File: src/rtl/wb_port_arbiter_pkg.sv
// wb_port_arbiter_pkg: shared widths and requester-select encoding for the register-file write arbiter.
package wb_port_arbiter_pkg;
  localparam int REG_IDX_W = 4;
  localparam int NUM_REGS = 16;
  localparam int DATA_W = 32;
  typedef enum logic [1:0] {REQ_NONE, REQ_PIPE, REQ_LD, REQ_DBG} req_sel_e;
endpackage

File: src/rtl/wb_scoreboard.sv
// wb_scoreboard: pending-load mask and operand hazard lookup.
module wb_scoreboard
  import wb_port_arbiter_pkg::*;
(
  input  logic                 clk,
  input  logic                 rst,
  input  logic                 set_en,
  input  logic [REG_IDX_W-1:0] set_idx,
  input  logic                 clr_en,
  input  logic [REG_IDX_W-1:0] clr_idx,
  input  logic [REG_IDX_W-1:0] src1,
  input  logic [REG_IDX_W-1:0] src2,
  input  logic                 two_src,
  output logic                 hit
);
  logic [NUM_REGS-1:0] pending;
  // set is applied after clear so a same-cycle issue and return keeps the bit
  always_ff @(posedge clk or posedge rst)
    if (rst) pending <= '0;
    else pending <= (pending & ~(NUM_REGS'(clr_en) << clr_idx)) | (NUM_REGS'(set_en) << set_idx);
  assign hit = pending[src1] | (two_src & pending[src2]);
endmodule

File: src/rtl/wb_port_arbiter.sv
// wb_port_arbiter: shares one register-file write port between the pipeline, load returns and debug writes.
// Debug requester and round-robin exist only when WB_ARB_DEBUG_EN is defined.
module wb_port_arbiter
  import wb_port_arbiter_pkg::*;
#(
  parameter int STARVE_LIMIT = 8
) (
  input  logic                 clk,
  input  logic                 rst,
  input  logic                 pipe_wb_en,
  input  logic [REG_IDX_W-1:0] pipe_wb_dest,
  input  logic [DATA_W-1:0]    pipe_wb_value,
  input  logic                 ld_req,
  input  logic [REG_IDX_W-1:0] ld_dest,
  input  logic [DATA_W-1:0]    ld_value,
  output logic                 ld_ack,
  input  logic                 dbg_req,
  input  logic [REG_IDX_W-1:0] dbg_dest,
  input  logic [DATA_W-1:0]    dbg_value,
  output logic                 dbg_ack,
  input  logic                 issue_ld,
  input  logic [REG_IDX_W-1:0] issue_dest,
  input  logic [REG_IDX_W-1:0] src1,
  input  logic [REG_IDX_W-1:0] src2,
  input  logic                 two_src,
  output logic                 WB_WB_EN,
  output logic [REG_IDX_W-1:0] wbDest,
  output logic [DATA_W-1:0]    WB_Value,
  output logic                 Hazard
);
  localparam int CW = $clog2(STARVE_LIMIT) + 1;
  localparam logic [CW-1:0] LIM = CW'(STARVE_LIMIT);
  req_sel_e sel;
  logic [CW-1:0] ld_cnt;
  logic [REG_IDX_W-1:0] sb_dest;
  logic [DATA_W-1:0] sb_value;
  logic hit, starve;
  function automatic logic [CW-1:0] wait_next(input logic req, input logic ack, input logic [CW-1:0] c);
    return (!req || ack) ? '0 : (c == LIM) ? c : c + 1'b1;
  endfunction
`ifdef WB_ARB_DEBUG_EN
  logic rr;
  logic [CW-1:0] dbg_cnt;
  always_comb sel = pipe_wb_en ? REQ_PIPE : (ld_req && dbg_req) ? (rr ? REQ_DBG : REQ_LD) :
                    ld_req ? REQ_LD : dbg_req ? REQ_DBG : REQ_NONE;
  // a contested grant always hands priority to the loser, i.e. a plain toggle
  always_ff @(posedge clk or posedge rst)
    if (rst) begin
      rr <= 1'b0;
      dbg_cnt <= '0;
    end else begin
      if (!pipe_wb_en && ld_req && dbg_req) rr <= ~rr;
      dbg_cnt <= wait_next(dbg_req, dbg_ack, dbg_cnt);
    end
  assign dbg_ack = sel == REQ_DBG;
  assign sb_dest = dbg_ack ? dbg_dest : ld_dest;
  assign sb_value = dbg_ack ? dbg_value : ld_value;
  assign starve = (ld_cnt == LIM) || (dbg_cnt == LIM);
`else
  logic unused_dbg;
  always_comb sel = pipe_wb_en ? REQ_PIPE : ld_req ? REQ_LD : REQ_NONE;
  assign dbg_ack = 1'b0;
  assign sb_dest = ld_dest;
  assign sb_value = ld_value;
  assign starve = ld_cnt == LIM;
  assign unused_dbg = ^{dbg_req, dbg_dest, dbg_value};
`endif
  always_ff @(posedge clk or posedge rst)
    if (rst) ld_cnt <= '0;
    else ld_cnt <= wait_next(ld_req, ld_ack, ld_cnt);
  assign ld_ack = sel == REQ_LD;
  assign WB_WB_EN = sel != REQ_NONE;
  assign wbDest = (sel == REQ_PIPE) ? pipe_wb_dest : (sel == REQ_NONE) ? '0 : sb_dest;
  assign WB_Value = (sel == REQ_PIPE) ? pipe_wb_value : (sel == REQ_NONE) ? '0 : sb_value;
  wb_scoreboard u_sb (
    .clk(clk), .rst(rst),
    .set_en(issue_ld), .set_idx(issue_dest),
    .clr_en(ld_ack), .clr_idx(ld_dest),
    .src1(src1), .src2(src2), .two_src(two_src),
    .hit(hit)
  );
  assign Hazard = hit | starve;
endmodule
File: config.mk
export PLATFORM = sky130hd
export DESIGN_NAME = wb_port_arbiter
export DESIGN_NICKNAME = d
export VERILOG_FILES = /design/src/rtl/wb_port_arbiter_pkg.sv /design/src/rtl/wb_scoreboard.sv /design/src/rtl/wb_port_arbiter.sv
export SDC_FILE = /design/constraint.sdc
export NUM_CORES = 1
export LEC_CHECK = 0
export ABC_AREA = 1
export BUFFER_PORTS_ARGS = -buffer_cell sky130_fd_sc_hd__buf_2
export CAP_MARGIN = 40
export CORE_ASPECT_RATIO = 0.8
export CORE_MARGIN = 4
export CORE_UTILIZATION = 33
export DETAILED_ROUTE_END_ITERATION = 10
export GPL_ROUTABILITY_DRIVEN = 0
export PLACE_DENSITY = 0.8
export SLEW_MARGIN = 20
export SYNTH_ARGS = -nofsm -noshare
export SYNTH_HDL_FRONTEND = slang
export SYNTH_SLANG_ARGS = --single-unit
File: constraint.sdc
create_clock -name clk -period 1.4 [get_ports clk]
set_clock_uncertainty 0.05 [all_clocks]
set_input_delay 0.35 -clock clk [delete_from_list [all_inputs] [get_ports clk]]
set_output_delay 0.35 -clock clk [all_outputs]
set_load 0.05 [all_outputs]
==> results.cfg, run 1 <==
[status]
outcome = finished, violations left
violations = negative setup slack

[sta]
tns_ns = -7.38
setup_viol = 47
min_period_over_period_pct = 133
max_freq_mhz = 538
finalMaxSlewViolations = 0
rsz0062_at_grt = true
hold_viol = 0
fin_crit_ns = 1.86
worst_slack_ns = -0.460

[detailed_routing]
vias = 2668
drt_iter0_drc = 288
dr.pass1.iters = 4
routedWlPerCell_um = 20.3
wl_mm = 9.69
drc = 0
via_per_inst = 5.59
ant_nets = 0

[finish]
layout-drive-gt1-share_pct = 60.1
syn2layout_area_growth_pct = 117
stdcell_count = 477
layout.nets = 544

[yosys]
synth-seq-cells = 20
synthCells = 249
synth_top_area_share_pct = 29.7
syn_avg_cell_area_um2 = 6.78
async_flop_share_pct = 100
synth_top_area_cell = dfrtp_1
yosysMostFrequentCell = nand2_1
synth.top_cells.by_count = nand2_1, inv_1, a22o_1
synth_ff_type = dfrtp_1
yosys-top-cells-area = dfrtp_1, a22o_1, nand2_1
synth_fp_nets = 378
ys_seq_area_share_pct = 29.7
synth_edf_count = 0
yosysWarnings = 0
netlist_area_mm2 = 0.00169
ys_types = 24

[critical_path]
path_class = reg2out
endpoint_kind = primary output
worst_path_max_delay_cell = dfrtp_1
worst_setup_path_start_kind = flip-flop
worstPathRequired_ns = 1.00
cp_cell_sequence = inv_2, ha_4, nand2_2, nor2_1, inv_1, nand2_1, nor2_2, nand2_4, buf_8
critPathMaxStageDelay_ns = 0.39
path_max_fanout = 2
crit_arrival_ns = 1.46

[grt]
grt_pass1_wl_mm = 14.2
antenna_found_initial = 2
grt_max_degree = 21
track_usage_pct = 29.5
grt_pass1_vias = 2813
grt.overflow.total = 0

[floorplan]
io_pins = 167
fp.coreArea_mm2 = 0.00476
initial_core_util_pct = 35.4
die_w_um = 88.0
fp.dieH_um = 72.0
num_rows = 22
die-area_mm2 = 0.00633

[power]
ir_worst_vdd_v = 0.000492
p_leak_nw = 1.88
power_density_mw_per_mm2 = 831

[clock_network]
clock_latency_ns = 0.27
clk_pin_slew_ns = 0.08
ctsHoldBuffers = 0
cts-root-buf = clkbuf_8
numCtsBuffers = 3
clockBufferDepth = 2
clock_sinks = 20
h-tree-depth = 1
cts_tree = done

[place]
portBuffers = 128
dpl.hpwl_mm = 5.52
dpl.cell_count = 451

[worst_hold_path]
hp-class = in2async

[job]
maxCapViolCount = 0
## logic make-up (layout without fill, tap and decap cells)
group / Yosys count / count (layout) / share of synthesized area, %
flops: 20 / 20 / 29.7
buf+inv: 50 / 215 / 12.0
compound gates: 72 / 72 / 28.6
other cells: 1 / 4 / 0.222
xor+xnor: 2 / 2 / 1.04
simple gates: 102 / 102 / 27.0
fa+ha+maj: 2 / 2 / 1.48
## sequential cells by signal (all words and copies together), names as in the netlist
signal and flops:
u_sb.pending 16, ld_cnt 4
## placed cells by master (no fill, tap or decap), types with 5 or more instances in the layout
cell,n
o21ai_1,22
buf_12,7
inv_2,12
nand2_1,45
nand2_2,7
a22o_4,24
o21ai_2,5
buf_6,32
buf_2,87
a22o_2,5
nand3_2,5
buf_8,20
nand3_1,25
dfrtp_1,20
nor2_1,6
buf_4,22
o21ai_0,9
inv_1,25
## routing by layer
metal | vias up | global-route usage (%) | part of all wire [%]
met3 | 40 | 6.58 | 7.8
met2 | 201 | 53.3 | 52
met1 | 1248 | 30.9 | 35
li1 | 1179 | - | -
met5 | - | 0 | 0
met4 | 0 | 17.9 | 5.2
## cell type report
| type | instances | area, um^2 |
|---|---|---|
| well taps | 60 | 75.1 |
| repair buffers | 171 | 1480 |
| multi-input cells | 179 | 1360 |
| diodes | 3 | 7.51 |
| flip-flops and latches | 20 | 500 |
| inverters | 40 | 168 |
| clock buffers | 3 | 41.3 |
| fillers | 295 | 1100 |
| clock inverters | 1 | 30.0 |
## worst max-delay path, delay by kind of cell, from the launching register on
| family | cells | cell delay [ns] |
|---|---|---|
| adders and majority gates | 1 | 0.16 |
| buffers and inverters | 3 | 0.28 |
| DFF | 1 | 0.39 |
| and+or+nand+nor | 5 | 0.36 |
## through the flow
step | utilization (%) | instance area [um^2] | setup slack, ns | hold WS [ns] | power [mW]
floorplan | - | 1900 | -0.0696 | 0.264 | 1.55
global placement | 57.8 | 2750 | -0.376 | 0.329 | 1.95
detailed placement | 57.8 | 2750 | -0.404 | 0.332 | 1.98
CTS | 74.2 | 3530 | -0.434 | 0.0437 | 2.85
global route | 76.8 | 3660 | -0.526 | 0.0831 | 3.17
finish | 76.9 | 3660 | -0.460 | 0.0541 | 3.04
## path summary, 6_finish.rpt
check                                     startpoint                         to  slack, ns  cells past startpoint
max                            ld_cnt[0]$_DFFE_PP0P_                     Hazard      -0.46                      9
min                                              rst  u_sb.pending[1]$_DFF_PP0_       0.05                      3
max reg2reg                    ld_cnt[0]$_DFFE_PP0P_      ld_cnt[0]$_DFFE_PP0P_       0.07                      8
min reg2reg                u_sb.pending[3]$_DFF_PP0_  u_sb.pending[3]$_DFF_PP0_       0.49                      2
max in group asynchronous                        rst  u_sb.pending[4]$_DFF_PP0_       1.03                      3
min in group clk                       issue_dest[3]  u_sb.pending[5]$_DFF_PP0_       0.33                      2
## where the power goes
group	internal (mW)	leakage [nW]	switching, mW
registers	0.690	0.236	0.0989
logic	0.743	1.61	0.914
clock network	0.383	0.0357	0.214
## what timing repair did
action / in CTS / in global routing
resized for setup: 125 / 65
gates cloned: 6 / 0
setup endpoints to repair: 40 / 58
pin swaps: 6 / 20
setup buffers: 12 / 7
Power figures use the tool's default switching activity.
==> run 2, diff against run 1 <==
--- a/config.mk
+++ b/config.mk
@@ -9,7 +9,6 @@
 export BUFFER_PORTS_ARGS = -buffer_cell sky130_fd_sc_hd__buf_2
 export CAP_MARGIN = 40
 export CORE_ASPECT_RATIO = 0.8
-export CORE_MARGIN = 4
 export CORE_UTILIZATION = 33
 export DETAILED_ROUTE_END_ITERATION = 10
 export GPL_ROUTABILITY_DRIVEN = 0
@@ -18,3 +17,4 @@
 export SYNTH_ARGS = -nofsm -noshare
 export SYNTH_HDL_FRONTEND = slang
 export SYNTH_SLANG_ARGS = --single-unit
+export TNS_END_PERCENT = 100
==> constraint.sdc (replaced) <==
create_clock -name clk -period 1.4 [get_ports clk]
set_clock_uncertainty 0.05 [all_clocks]
set_input_delay 0.21 -clock clk [delete_from_list [all_inputs] [get_ports clk]]
set_output_delay 0.21 -clock clk [all_outputs]
set_load 0.05 [all_outputs]
==> run 2 against run 1 <==
The flow still finishes with violations (negative setup slack). Global-route usage decreased by 7.2 points. Clock-buffer cell count unchanged. Sequential power decreased by 3.2%. Critical path depth decreased by 2. Sequential cell count unchanged. Sequential share of layout area increased by 4.9 points. Power decreased by 24%. Combinational power decreased by 28%. Worst hold slack improved by 0.16 ns. Largest cell class is now multi-input combinational cells.
==> results.cfg, run 2 (synthesis results as in run 1) <==
[finish]
largest_reg_flops = 16
layout-drive-gt1-share_pct = 47.3
layout.nets = 520
filler_cell_count = 464
syn2layout_area_growth_pct = 60.0
largestRegisters = u_sb.pending (16), ld_cnt (4)
layout.cell_area.non_filler_mm2 = 0.00270
top_register = u_sb.pending
layout_commonest_cell = buf_2
most-common-layout-cells = buf_2, nand2_1, inv_1

[detailed_routing]
drt-met1-wl_mm = 2.45
drc = 0
dr.pass1.iters = 5
highest_layer = met4
drt_iter0_drc = 140
ant_nets = 0
vias = 2260
routedWlPerCell_um = 13.7
wl_mm = 6.17
met2_length_mm = 3.18
via_per_inst = 5.02
wl_met3_um = 434

[critical_path]
r2r_slack_ns = 0.09
worstPathRequired_ns = 1.14
r2r-start = ld_cnt[1]$_DFFE_PP0P_
path_class = reg2out
path_max_fanout = 3
worst_setup_path_start_kind = flip-flop
crit_arrival_ns = 1.42
r2r_cells = 9
rr_endpoint = ld_cnt[0]$_DFFE_PP0P_
endpoint_kind = primary output

[clock_network]
h-tree-depth = 1
clock_latency_ns = 0.25
clock_sinks = 20
cts_tree = done
clockBufferDepth = 2
cts-root-buf = clkbuf_8
numCtsBuffers = 3
clk_pin_slew_ns = 0.07

[worst_hold_path]
holdPathStages = 2
hp-class = in2reg
min_to = u_sb.pending[3]$_DFF_PP0_
hp-start = issue_dest[3]

[grt]
grt_pass1_vias = 2057
grt_pass1_wl_mm = 9.21
grt_max_degree = 24
antenna_found_initial = 1
track_usage_pct = 22.2
grt.overflow.total = 0

[power]
ir_worst_vdd_v = 0.000387
finalPower_mw = 2.32
p_int_mw = 1.33
power_frac_seq_pct = 32.9
power_density_mw_per_mm2 = 860
swShare_pct = 42.6
power.switching_uw = 990
p_leak_nw = 1.49
p_clk_share_pct = 15.7
p_comb_share_pct = 51.4

[floorplan]
die_w_um = 82.0
die-area_mm2 = 0.00541
fp.dieH_um = 66.0
initial_core_util_pct = 35.4
fp.coreArea_mm2 = 0.00476
io_pins = 167
num_rows = 22

[status]
outcome = finished, violations left
violations = negative setup slack

[sta]
rsz0062_at_grt = true
hold_viol = 0
worst_slack_ns = -0.285
setup_viol = 1
max_freq_mhz = 594
tns_ns = -0.285
fin_crit_ns = 1.68
finalMaxSlewViolations = 0
finalHoldWorstSlack_ns = 0.209
min_period_over_period_pct = 120

[place]
dp_slack_ns = -0.118
placed_area_mm2 = 0.00251
portBuffers = 128
dpl.hpwl_mm = 4.93

[job]
maxCapViolCount = 0
==> run 2: layout make-up <==
| cell class | count | area, um^2 | area share, % |
|---|---|---|---|
| inverters | 40 | 150 | 5.56 |
| multi-input cells | 179 | 1050 | 39.0 |
| diodes | 1 | 2.50 | 0.0926 |
| clock buffers | 3 | 41.3 | 1.53 |
| flip-flops and latches | 20 | 500 | 18.5 |
| well taps | 60 | 75.1 | 2.78 |
| repair buffers | 147 | 877 | 32.5 |
==> run 2: metrics by stage <==
stage	util (%)	std cells
2_1_floorplan	-	249
3_3_place_gp	52.7	442
3_5_place_dp	52.7	442
4_1_cts	54.5	449
5_1_grt	56.7	450
6_report	56.7	450
==> run 2: how the worst max path moves through the flow <==
| stage | from | to | slack (ns) |
|---|---|---|---|
| 3_5_place_dp | src1[0] | Hazard | -0.12 |
| 6_report | u_sb.pending[12]$_DFF_PP0_ | Hazard | -0.28 |
| 4_1_cts | ld_cnt[0]$_DFFE_PP0P_ | Hazard | -0.25 |
| 2_1_floorplan | ld_req | wbDest[0] | -0.02 |
| 3_3_place_gp | src1[0] | Hazard | -0.1 |
| 5_1_grt | u_sb.pending[13]$_DFF_PP0_ | Hazard | -0.38 |
==> run 2: timing repair <==
| item | 4_1_cts | 5_1_grt |
|---|---|---|
| endpoints found under the setup margin | 1 | 24 |
| endpoints found under the hold margin | 20 | 0 |
| pin swaps | 3 | 7 |
| hold buffers | 1 | 0 |
| cloned | 0 | 0 |
| setup buffers | 3 | 2 |
| resized for setup | 9 | 36 |
==> run 2: layer usage <==
metal  vias to the layer above  global-route usage (%)
li1                       1126                       -
met1                      1007                    28.0
met2                       118                    37.8
met3                         9                    3.31
met4                         0                    8.55
met5                         -                       0
==> run 2: worst max-delay path, cell delays in order (launching register included) <==
cell,delay [ns]
dfrtp_1,0.40
o211ai_1,0.20
nand2_1,0.08
nor2_1,0.11
nor2_1,0.06
nor2_2,0.11
nand2_2,0.06
buf_8,0.15
==> run 2: power by group through the flow <==
stage,combinational [mW],clock [mW],sequential (mW)
2_1_floorplan,0.738,0,0.742
4_1_cts,1.13,0.367,0.760
6_report,1.19,0.365,0.764
5_1_grt,1.29,0.394,0.776
3_3_place_gp,1.07,0,0.763
3_5_place_dp,1.09,0,0.766
==> run 3, diff against run 2 <==
--- a/config.mk
+++ b/config.mk
@@ -9,12 +9,13 @@
 export BUFFER_PORTS_ARGS = -buffer_cell sky130_fd_sc_hd__buf_2
 export CAP_MARGIN = 40
 export CORE_ASPECT_RATIO = 0.8
-export CORE_UTILIZATION = 33
+export CORE_UTILIZATION = 34
 export DETAILED_ROUTE_END_ITERATION = 10
 export GPL_ROUTABILITY_DRIVEN = 0
-export PLACE_DENSITY = 0.8
+export PLACE_DENSITY = 0.79
 export SLEW_MARGIN = 20
 export SYNTH_ARGS = -nofsm -noshare
 export SYNTH_HDL_FRONTEND = slang
+export SYNTH_HIERARCHICAL = 1
 export SYNTH_SLANG_ARGS = --single-unit
 export TNS_END_PERCENT = 100
==> run 3 against run 2 <==
The flow finishes with violations (design-rule violations, negative setup slack). Combinational power is 8% lower. Sequential cell count stayed put. Worst hold slack worse by 0.0036 ns. Register-to-register slack better by 0.12 ns. Critical path depth is 3 higher. Critical endpoint unchanged.
==> results.cfg, run 3 <==
[clock_network]
clock_latency_ns = 0.25
clock_sinks = 20
cts_tree = done
numCtsBuffers = 3
h-tree-depth = 1
clk_pin_slew_ns = 0.07
postCtsSetupRepairBufs = 0
clockBufferDepth = 2
cts-root-buf = clkbuf_8

[yosys]
yosysMostFrequentCell = nand2_1
synth-seq-cells = 20
ys_types = 22
synth_ff_type = dfrtp_1
syn_avg_cell_area_um2 = 5.84
synth_top_area_share_pct = 31.4
synth_top_area_cell = nand2_1
yosys-top-cells-area = nand2_1, dfrtp_1, o21ai_0
netlist_area_mm2 = 0.00186
synth_fp_nets = 448
ys_seq_area_share_pct = 26.9
async_flop_share_pct = 100
synth.top_cells.by_count = nand2_1, inv_1, o21ai_0
synth_edf_count = 0
yosysWarnings = 6
synthCells = 319

[status]
outcome = finished, violations left
violations = design-rule violations, negative setup slack

[critical_path]
path_class = reg2out
endpoint_kind = primary output
worst_setup_path_start_kind = flip-flop
worst_path_max_delay_cell = dfrtp_1
cp_common_cell = nand2_1
path_max_fanout = 2
path_buf_inv = 2
crit_arrival_ns = 1.61
critPathMaxStageDelay_ns = 0.38
cp_cell_sequence = inv_1, nand2_1, o211ai_1, nand3_1, nand2_1, nand2_1, nand2_1, nand2_1, or2_4, buf_8
path_delay_family = simple AND/OR/NAND/NOR gates
worstPathRequired_ns = 1.14

[sta]
min_period_over_period_pct = 133
worst_slack_ns = -0.467
fin_crit_ns = 1.87
slew_headroom_pct = 60.4
hold_viol = 0
tightest_slew_ns = 0.593
finalMaxSlewViolations = 0
rsz0062_at_grt = true
setup_viol = 1
max_freq_mhz = 536
finalHoldWorstSlack_ns = 0.206

[finish]
syn2layout_area_growth_pct = 46.3
largest_reg_flops = 16
largestRegisters = u_sb/pending (16), ld_cnt (4)
layout.cell_area.non_filler_mm2 = 0.00273
multi_input_area_mm2 = 0.00110
layout.nets = 583
layout_commonest_cell = nand2_1
seqCellArea_um2 = 500
stdcell_count = 515
top_register = u_sb/pending
layout-drive-gt1-share_pct = 34.2
filler_cell_count = 524
finish.utilization_pct = 52.9
num_antenna_cells = 0
most-common-layout-cells = nand2_1, buf_2, inv_1

[place]
placed_area_mm2 = 0.00256
portBuffers = 128
dpl.hpwl_mm = 4.99
dpl.cell_count = 510

[detailed_routing]
dr.pass1.iters = 7
routedWlPerCell_um = 11.8
via_per_inst = 4.87
drc = 4
ant_nets = 0
vias = 2508
wl_mm = 6.10
drt_iter0_drc = 193

[power]
p_leak_nw = 1.63
finalPower_mw = 2.43
power_density_mw_per_mm2 = 891
ir_worst_vdd_v = 0.000394

[grt]
grt_pass1_vias = 2272
antenna_found_initial = 0
grt_max_degree = 31
track_usage_pct = 20.7
grt_pass1_wl_mm = 9.49
grt.overflow.total = 0

[floorplan]
die-area_mm2 = 0.00578
initial_core_util_pct = 36.2
die_w_um = 84.8
fp.dieH_um = 68.2
io_pins = 167
num_rows = 23
fp.coreArea_mm2 = 0.00515

[worst_hold_path]
hp-class = in2reg

[job]
maxCapViolCount = 0
-- run 3: cell types whose count changed after synthesis, moves of 4 or more --
| cell | previous run | this run |
|---|---|---|
| o21ai_1 | 16 | 0 |
| o21ai_0 | 22 | 33 |
| nand3_1 | 30 | 26 |
| buf_6 | 0 | 4 |
| nand2_1 | 54 | 156 |
| nand2_2 | 1 | 7 |
| a22o_1 | 32 | 0 |
| o211ai_1 | 1 | 7 |
| buf_2 | 6 | 1 |
-- run 3: power by group --
part / total [mW] / switching, mW / leakage (nW) / internal (mW)
logic: 1.09 / 0.716 / 1.36 / 0.377
clock network: 0.565 / 0.184 / 0.0357 / 0.381
registers: 0.770 / 0.0803 / 0.236 / 0.690
total: 2.43 / 0.980 / 1.63 / 1.45
-- run 3: worst min-delay path, delay by kind of cell --
kind | cells | cell delay, ns
buffers and inverters | 1 | 0.13
AOI/OAI and AO/OA | 1 | 0.06
and+or+nand+nor | 1 | 0.07
-- run 3: worst paths after layout --
| path | to | depth (start not counted) | slack (ns) | from |
|---|---|---|---|---|
| setup / recovery | Hazard | 10 | -0.47 | u_sb/pending[7]$_DFF_PP0_ |
| hold / removal | u_sb/pending[7]$_DFF_PP0_ | 3 | 0.21 | issue_dest[2] |
| setup reg to reg | ld_cnt[0]$_DFFE_PP0P_ | 7 | 0.21 | ld_cnt[0]$_DFFE_PP0P_ |
| hold reg to reg | u_sb/pending[3]$_DFF_PP0_ | 2 | 0.46 | u_sb/pending[3]$_DFF_PP0_ |
| max in group asynchronous | u_sb/pending[1]$_DFF_PP0_ | 3 | 0.39 | rst |
| min in group asynchronous | ld_cnt[3]$_DFFE_PP0P_ | 3 | 0.34 | rst |
-- run 3: layer usage --
| layer | global-route usage, % | part of all wire [%] | up-vias |
|---|---|---|---|
| met4 | 6.14 | 1.8 | 0 |
| li1 | - | - | 1262 |
| met2 | 40.4 | 51 | 120 |
| met3 | 4.70 | 8.1 | 10 |
| met5 | 0 | 0 | - |
| met1 | 22.9 | 39 | 1116 |
-- run 3: layout make-up --
type                            count  share of cell area [%]
Multi-Input combinational cell    250                    40.2
Timing Repair Buffer              140                    30.5
Sequential cell                    20                    18.4
Inverter                           39                    5.46
Tap cell                           62                    2.85
Clock buffer                        3                    1.51
Clock inverter                      1                    1.10
-- run 3: kinds of logic (layout without fill, tap and decap cells) --
kind of cell             count (synthesis)  count (layout)  synth area share [%]
AND/OR/NAND/NOR                        206             206                  45.1
buffers and inverters                   49             183                  14.4
AO/OA/AOI/OAI                           40              40                  11.7
flip-flops                              20              20                  26.9
adder cells (fa/ha/maj)                  2               2                  1.34
other                                    1               1                 0.201
XOR/XNOR                                 1               1                 0.470
-- run 3: per-stage QoR --
stage / setup slack [ns] / setup TNS (ns)
floorplan: 0.0237 / 0
detailed placement: -0.290 / -0.421
global placement: -0.238 / -0.238
CTS: -0.466 / -0.466
global route: -0.596 / -0.603
finish: -0.467 / -0.467
-- run 3: what timing repair did --
action | CTS | global route
setup endpoints to repair | 1 | 31
resized for setup | 4 | 42
pin swaps | 5 | 1
hold buffers | 1 | 0
hold endpoints to repair | 20 | 0
